<file path="src/rtl/alu_seq_pkg.sv">
// Shared types and constants for the ALU op sequencer.
package alu_seq_pkg;

    localparam int OP_W   = 4;
    localparam int SEL_W  = 13;
    localparam int DATA_W = 32;
    localparam int Z_W    = 64;
    localparam int CNT_W  = 8;

    localparam logic [OP_W-1:0] OP_ADD  = 4'd0;
    localparam logic [OP_W-1:0] OP_SUB  = 4'd1;
    localparam logic [OP_W-1:0] OP_MUL  = 4'd2;
    localparam logic [OP_W-1:0] OP_DIV  = 4'd3;
    localparam logic [OP_W-1:0] OP_SHR  = 4'd4;
    localparam logic [OP_W-1:0] OP_SHRA = 4'd5;
    localparam logic [OP_W-1:0] OP_SHL  = 4'd6;
    localparam logic [OP_W-1:0] OP_ROR  = 4'd7;
    localparam logic [OP_W-1:0] OP_ROL  = 4'd8;
    localparam logic [OP_W-1:0] OP_AND  = 4'd9;
    localparam logic [OP_W-1:0] OP_OR   = 4'd10;
    localparam logic [OP_W-1:0] OP_NEG  = 4'd11;
    localparam logic [OP_W-1:0] OP_NOT  = 4'd12;

    typedef enum logic [1:0] {
        ST_IDLE = 2'd0,
        ST_EXEC = 2'd1,
        ST_RESP = 2'd2
    } state_t;

endpackage

</file>
<file path="src/rtl/alu_op_decode.sv">
// Opcode decoder: one-hot ALU select, settle time, HI/LO writeback and
// illegal-opcode flag. Purely combinational.
module alu_op_decode
    import alu_seq_pkg::*;
#(
    parameter int BASIC_WAIT = 0,
    parameter int MUL_WAIT   = 2,
    parameter int DIV_WAIT   = 3
) (
    input  logic [OP_W-1:0]  i_op,
    output logic [SEL_W-1:0] o_sel,
    output logic [CNT_W-1:0] o_wait,
    output logic             o_hi_we,
    output logic             o_illegal
);

    // Illegal opcodes select nothing and settle immediately.
    always_comb begin
        o_sel     = '0;
        o_wait    = CNT_W'(BASIC_WAIT);
        o_hi_we   = 1'b0;
        o_illegal = (i_op > OP_NOT);
        if (!o_illegal) begin
            o_sel = SEL_W'(1) << i_op;
        end else begin
            o_wait = '0;
        end
        case (i_op)
            OP_MUL: begin
                o_wait  = CNT_W'(MUL_WAIT);
                o_hi_we = 1'b1;
            end
            OP_DIV: begin
                o_wait  = CNT_W'(DIV_WAIT);
                o_hi_we = 1'b1;
            end
            default: ;
        endcase
    end

endmodule

</file>
<file path="src/rtl/alu_op_sequencer.sv">
// Issue/capture controller for the combinational ALU. Holds operands and a
// one-hot select for the op's settle time, then captures the 64-bit result
// into Z and presents it on a valid/ready response.
// Optional macro DIVZERO_CHK_EN: short-circuit DIV by zero with a flagged,
// fixed result instead of waiting for the ALU.
module alu_op_sequencer
    import alu_seq_pkg::*;
#(
    parameter int BASIC_WAIT = 0,
    parameter int MUL_WAIT   = 2,
    parameter int DIV_WAIT   = 3
) (
    input  logic              i_clock,
    input  logic              i_clear_n,
    input  logic              i_req_valid,
    output logic              o_req_ready,
    input  logic [OP_W-1:0]   i_req_op,
    input  logic [DATA_W-1:0] i_req_a,
    input  logic [DATA_W-1:0] i_req_b,
    output logic [DATA_W-1:0] o_alu_a,
    output logic [DATA_W-1:0] o_alu_b,
    output logic [SEL_W-1:0]  o_alu_sel,
    input  logic [Z_W-1:0]    i_alu_c,
    output logic              o_rsp_valid,
    input  logic              i_rsp_ready,
    output logic [DATA_W-1:0] o_rsp_lo,
    output logic [DATA_W-1:0] o_rsp_hi,
    output logic              o_rsp_hi_we,
    output logic              o_rsp_illegal,
    output logic              o_rsp_divzero
);

    state_t              r_state, w_next;
    logic [CNT_W-1:0]    r_cnt;
    logic [DATA_W-1:0]   r_a, r_b;
    logic [SEL_W-1:0]    r_sel;
    logic                r_hi_we, r_illegal, r_divzero;
    logic [Z_W-1:0]      r_z;

    logic [SEL_W-1:0]    w_dec_sel;
    logic [CNT_W-1:0]    w_dec_wait, w_wait;
    logic                w_dec_hi_we, w_dec_illegal, w_dz;
    logic                w_accept, w_capture;

    alu_op_decode #(
        .BASIC_WAIT (BASIC_WAIT),
        .MUL_WAIT   (MUL_WAIT),
        .DIV_WAIT   (DIV_WAIT)
    ) u_decode (
        .i_op      (i_req_op),
        .o_sel     (w_dec_sel),
        .o_wait    (w_dec_wait),
        .o_hi_we   (w_dec_hi_we),
        .o_illegal (w_dec_illegal)
    );

    // Divide-by-zero detection overrides the DIV settle time.
`ifdef DIVZERO_CHK_EN
    assign w_dz   = (i_req_op == OP_DIV) && (i_req_b == '0);
    assign w_wait = w_dz ? '0 : w_dec_wait;
`else
    assign w_dz   = 1'b0;
    assign w_wait = w_dec_wait;
`endif

    // State register.
    always_ff @(posedge i_clock) begin
        if (!i_clear_n) r_state <= ST_IDLE;
        else            r_state <= w_next;
    end

    // Next-state and handshake/select outputs.
    always_comb begin
        w_next      = r_state;
        o_req_ready = 1'b0;
        o_rsp_valid = 1'b0;
        o_alu_sel   = '0;
        w_accept    = 1'b0;
        w_capture   = 1'b0;
        case (r_state)
            ST_IDLE: begin
                o_req_ready = 1'b1;
                if (i_req_valid) begin
                    w_accept = 1'b1;
                    w_next   = ST_EXEC;
                end
            end
            ST_EXEC: begin
                o_alu_sel = r_sel;
                if (r_cnt == '0) begin
                    w_capture = 1'b1;
                    w_next    = ST_RESP;
                end
            end
            ST_RESP: begin
                o_rsp_valid = 1'b1;
                if (i_rsp_ready) w_next = ST_IDLE;
            end
            default: w_next = ST_IDLE;
        endcase
    end

    // Operand/flag load on accept, settle countdown, Z capture.
    always_ff @(posedge i_clock) begin
        if (!i_clear_n) begin
            r_cnt     <= '0;
            r_a       <= '0;
            r_b       <= '0;
            r_sel     <= '0;
            r_hi_we   <= 1'b0;
            r_illegal <= 1'b0;
            r_divzero <= 1'b0;
            r_z       <= '0;
        end else begin
            if (w_accept) begin
                r_a       <= i_req_a;
                r_b       <= i_req_b;
                r_sel     <= w_dec_sel;
                r_hi_we   <= w_dec_hi_we;
                r_illegal <= w_dec_illegal;
                r_divzero <= w_dz;
                r_cnt     <= w_wait;
            end else if (r_state == ST_EXEC && r_cnt != '0) begin
                r_cnt <= r_cnt - 1'b1;
            end
            if (w_capture) begin
                if (r_illegal)      r_z <= '0;
                else if (r_divzero) r_z <= {r_a, 32'hFFFF_FFFF};
                else                r_z <= i_alu_c;
            end
        end
    end

    assign o_alu_a       = r_a;
    assign o_alu_b       = r_b;
    assign o_rsp_lo      = r_z[DATA_W-1:0];
    assign o_rsp_hi      = r_z[Z_W-1:DATA_W];
    assign o_rsp_hi_we   = r_hi_we;
    assign o_rsp_illegal = r_illegal;
    assign o_rsp_divzero = r_divzero;

endmodule

</file>
<file path="config.mk">
export PLATFORM = sky130hd
export DESIGN_NAME = alu_op_sequencer
export DESIGN_NICKNAME = d
export VERILOG_FILES = /design/src/rtl/alu_seq_pkg.sv /design/src/rtl/alu_op_decode.sv /design/src/rtl/alu_op_sequencer.sv
export SDC_FILE = /design/constraint.sdc
export NUM_CORES = 1
export LEC_CHECK = 0
export ABC_AREA = 1
export CORE_MARGIN = 1.5
export CORE_UTILIZATION = 42
export CTS_CLUSTER_DIAMETER = 80
export DETAILED_ROUTE_END_ITERATION = 6
export GPL_ROUTABILITY_DRIVEN = 0
export PLACE_DENSITY = 0.81
export SLEW_MARGIN = 25
export SYNTH_ARGS = -nofsm -noshare
export SYNTH_HDL_FRONTEND = slang
export SYNTH_SLANG_ARGS = --single-unit
</file>
<file path="constraint.sdc">
create_clock -name i_clock -period 1.9 [get_ports i_clock]
set_clock_uncertainty 0.15 [all_clocks]
set_input_delay 0.38 -clock i_clock [delete_from_list [all_inputs] [get_ports i_clock]]
set_output_delay 0.38 -clock i_clock [all_outputs]
set_load 0.02 [all_outputs]
</file>
==> summary.md <==
| Metric | Value |
|---|---|
| Run status | finished with violations |
| Failing checks | setup timing |
| Vias in the first global route | 5816 |
| Family with the most delay on the worst path | buffers and inverters |
| Final-report setup violation count | 13 |
| Xor/xnor share of the synthesized area | 0% |
| Post-layout minimum cycle time | 1950 ps |
| Die outline width | roughly 120 um |
| Commonest cells after routing, fill and taps aside | 290 x nor2_1, 150 x dfxtp_1, 136 x clkdlybuf4s50_1, 92 x inv_1, 90 x dlygate4sd2_1 |
| Flops & latches, synth | ~150 |
| Vert. Die Dim | 124 um |
| Portion of the post-synthesis area used by sequential elements | between 40 and 50% |
| Routed Wire Length | between 15000 and 20000 um |
| Max-slew violation count | 0 |
| Maximum level of the CTS H-tree | 4 |
| Max_cap viols | 0 |
| Effective utilization at floorplan | 42.8% |
| Worst path required time | ~1400 ps |
| Critical path startpoint category | flip-flop |
| FF-to-FF path depth | 7 |
| Adder and majority cell fraction of the synthesized area | less than 1% |
| Final Cycle Share | 103% |
| Number of top-level pins | 282 |
| Number of fillers in the final layout | around 1300 |
| Basic-gate share of the synthesized area counting and, or, nand and nor cells | slightly above 20% |
| Post-synthesis net count | 1001 |
| Power density over the cells | between 1000 and 1500 nW/um^2 |
| Largest stage delay, worst path | about 340 ps |
| Final Hold Fails | 0 |
| TritonCTS clock tree | done |
| Fin util | ~67% |
| Largest area contributor in the synthesized netlist | dfxtp_1 |
| R2R setup slack | about 110 ps |
| Leakage power figure | roughly 0.005 uW |
| Post-synthesis average cell area | a little over 7 um^2 |
| Type of the worst min-delay path | input port to flip-flop |
| DR pass1 iterations | 5 |
| Compound-gate portion of the synthesized area | a little under a fifth |
| CTS Buf Count | 17 |
| Area grow syn2layout | 56.4% |
| Hold_ws | between 200 and 300 ps |
| WP data arrival | roughly 1400 ps |
| Critical Path Sink | o_alu_sel[3] |
| Total number of vias | between 6000 and 7000 |
| Clock-pin slew reported for the worst setup and hold paths after clock tree synthesis | 60 ps |
| Total die area | ~15000 um^2 |
| Number of antenna cells inserted | 0 |
| Max stage delay cell, worst path | dfxtp_2 |
| Routed len/inst | 14.0 um |
| Total number of yosys warnings | 0 |
| Overall track demand over capacity in global routing | 22.8% |
| Storage element area | 3070 um^2 |
| Placed cell count | between 1000 and 1500 |
| Capturing element type of the critical path | output port |
| Total number of nets in the final design | about 1300 |
| Site row count | 44 |
| Largest family of logic cells by synthesized area | simple AND/OR/NAND/NOR gates |
| Largest net degree at the start of global routing | 67 |
| Global-route wire length before repair | around 29000 um |
| Layout cells sized above 1 | under 10% |
| Sink Count | 153 |
| DRC violation count after routing | 0 |
| Worst path bufs/invs | 2 |
| Most area-consuming cells after synthesis | dfxtp_1 49%, nor2_1 18%, o21ai_0 6.4%, inv_1 5.7%, a21oi_1 5.7% |
| Cell area after synthesis | ~6200 um^2 |
| Highest clock frequency the design can meet | a little over 500 MHz |
| Antenna violation net count after detailed routing | 0 |
| RSZ-0062 raised after global routing | yes |
| Buffer cell driving the clock tree root | clkbuf_16 |
| Via density per instance | about 4.8 |
| Path type of the worst setup path | flip-flop to output port |
| Total overflow reported by the global router | 0 |
| Core Box Area | between 10000 and 15000 um^2 |
| Cell Count, Final, Fillers Out | 1319 |
| Total stage count of the critical path | 4 |
| Initial antenna violation count | 0 |
| Post-synthesis instance total | around 860 |
| Port bufs | 280 |
| Smallest setup slack after layout | -52.8 ps |
| Crit path max fanout | 7 |
| Number of buffers inserted for hold repair after clock tree synthesis | 0 |
| Iteration-0 DRC Markers | ~460 |
| Yosys top cell area share | between 40% and 50% |
| Multiplexer fraction of the synthesized cell area | 0% |
| Estimated wirelength of the detail-placed design | 12200 um |
| Commonest non-fill, non-tap cell in the layout | nor2_1 |
| Measured slew at the worst slew-check pin | ~680 ps |
| Worst supply voltage drop on vdd | roughly 760 uV |
| Worst skew pair latency | 420 ps |
| Netlist cell types | 22 |
| Worst relative slew slack | between 50% and 60% |
| Total area of multi-input combinational cells | approximately 2400 um^2 |
| Deepest clock path buffer count | 2 |
| Launch point of the critical path | r_state[1]$_SDFFE_PN0P_ |
| Worst-path cell chain | nor2_4, clkinvlp_4, nor2_1, buf_4 |
| Reg2Reg Launch Point | r_state[1]$_SDFFE_PN0P_ |
| Endpoint of the most critical register-to-register path | r_z[5]$_SDFFE_PN0P_ |
## cell type report
cell class,instances,area share [%]
repair buffers,300,30.9
well taps,184,2.38
clock buffers,21,4.86
multi-input cells,554,25.2
flip-flops and latches,153,31.7
clock inverters,11,1.24
inverters,95,3.72
repair inverters,1,0.0775
## worst min-delay path, cell delays in order
cell and delay (ps):
buf_4 230, o21ai_0 120, nor2_1 40
## what timing repair did
action,in CTS,in global routing
gates cloned,1,1
setup endpoints to repair,143,75
gates resized for setup,168,41
buffers inserted,2,0
pin swaps,2,3
## power breakdown
part / internal [uW] / total (uW) / switching, uW
clock network: 2030 / 3360 / 1330
logic: 1880 / 4870 / 2990
registers: 3910 / 4260 / 351
## metal layers
metal  track usage [%]  wire length, um
met3              8.63             1780
met1              27.2             7610
met2              37.3             8650
met5                 0                0
met4              8.25              378
## sequential cells by signal, summed over array words and instances (netlist names)
register / count
r_cnt: 8
o_rsp_hi_we: 1
o_alu_b: 32
o_rsp_illegal: 1
r_state: 2
o_alu_a: 32
r_z: 64
r_sel: 13
## stage by stage
step                setup TNS, ps  setup WS, ps  area, um^2  power, uW
global route                -1180          -117        9690      13200
finish                       -477         -52.8        9690      12500
global placement             -495         -19.9        9080       9360
CTS                          -746         -81.4        9560      12500
detailed placement           -918         -56.5        9080       9420
floorplan                       0           232        6190       7470
## how the worst min path moves through the flow
stage / from / to / cells past startpoint
final: i_clear_n / r_z[59]$_SDFFE_PN0P_ / 3
after global placement: o_rsp_hi_we$_SDFFE_PN0P_ / o_rsp_hi_we$_SDFFE_PN0P_ / 2
after detailed placement: o_rsp_hi_we$_SDFFE_PN0P_ / o_rsp_hi_we$_SDFFE_PN0P_ / 2
after floorplan: r_sel[1]$_SDFFE_PN0P_ / r_sel[1]$_SDFFE_PN0P_ / 2
after global routing: i_clear_n / r_z[59]$_SDFFE_PN0P_ / 3
after CTS: i_clear_n / r_z[57]$_SDFFE_PN0P_ / 3
## cells by family (layout without fill, tap and decap cells)
kind of cell / Yosys count / in the layout
DFF: 153 / 153
buffers and inverters: 156 / 428
and+or+nand+nor: 333 / 333
AOI/OAI and AO/OA: 218 / 218
other: 1 / 1
adders and majority gates: 2 / 2
## Yosys cell counts, drive strengths merged
cell type  instances
inv               95
o32ai              3
nand2             24
clkbuf            27
nor3               2
nor2             294
conb               1
buf               34
dfxtp            153
o22ai              9
nand3             11
o21ai            135
ha                 2
a21oi             70
nand4              2
o21bai             1
No activity file was read; power rests on OpenSTA's default activity.
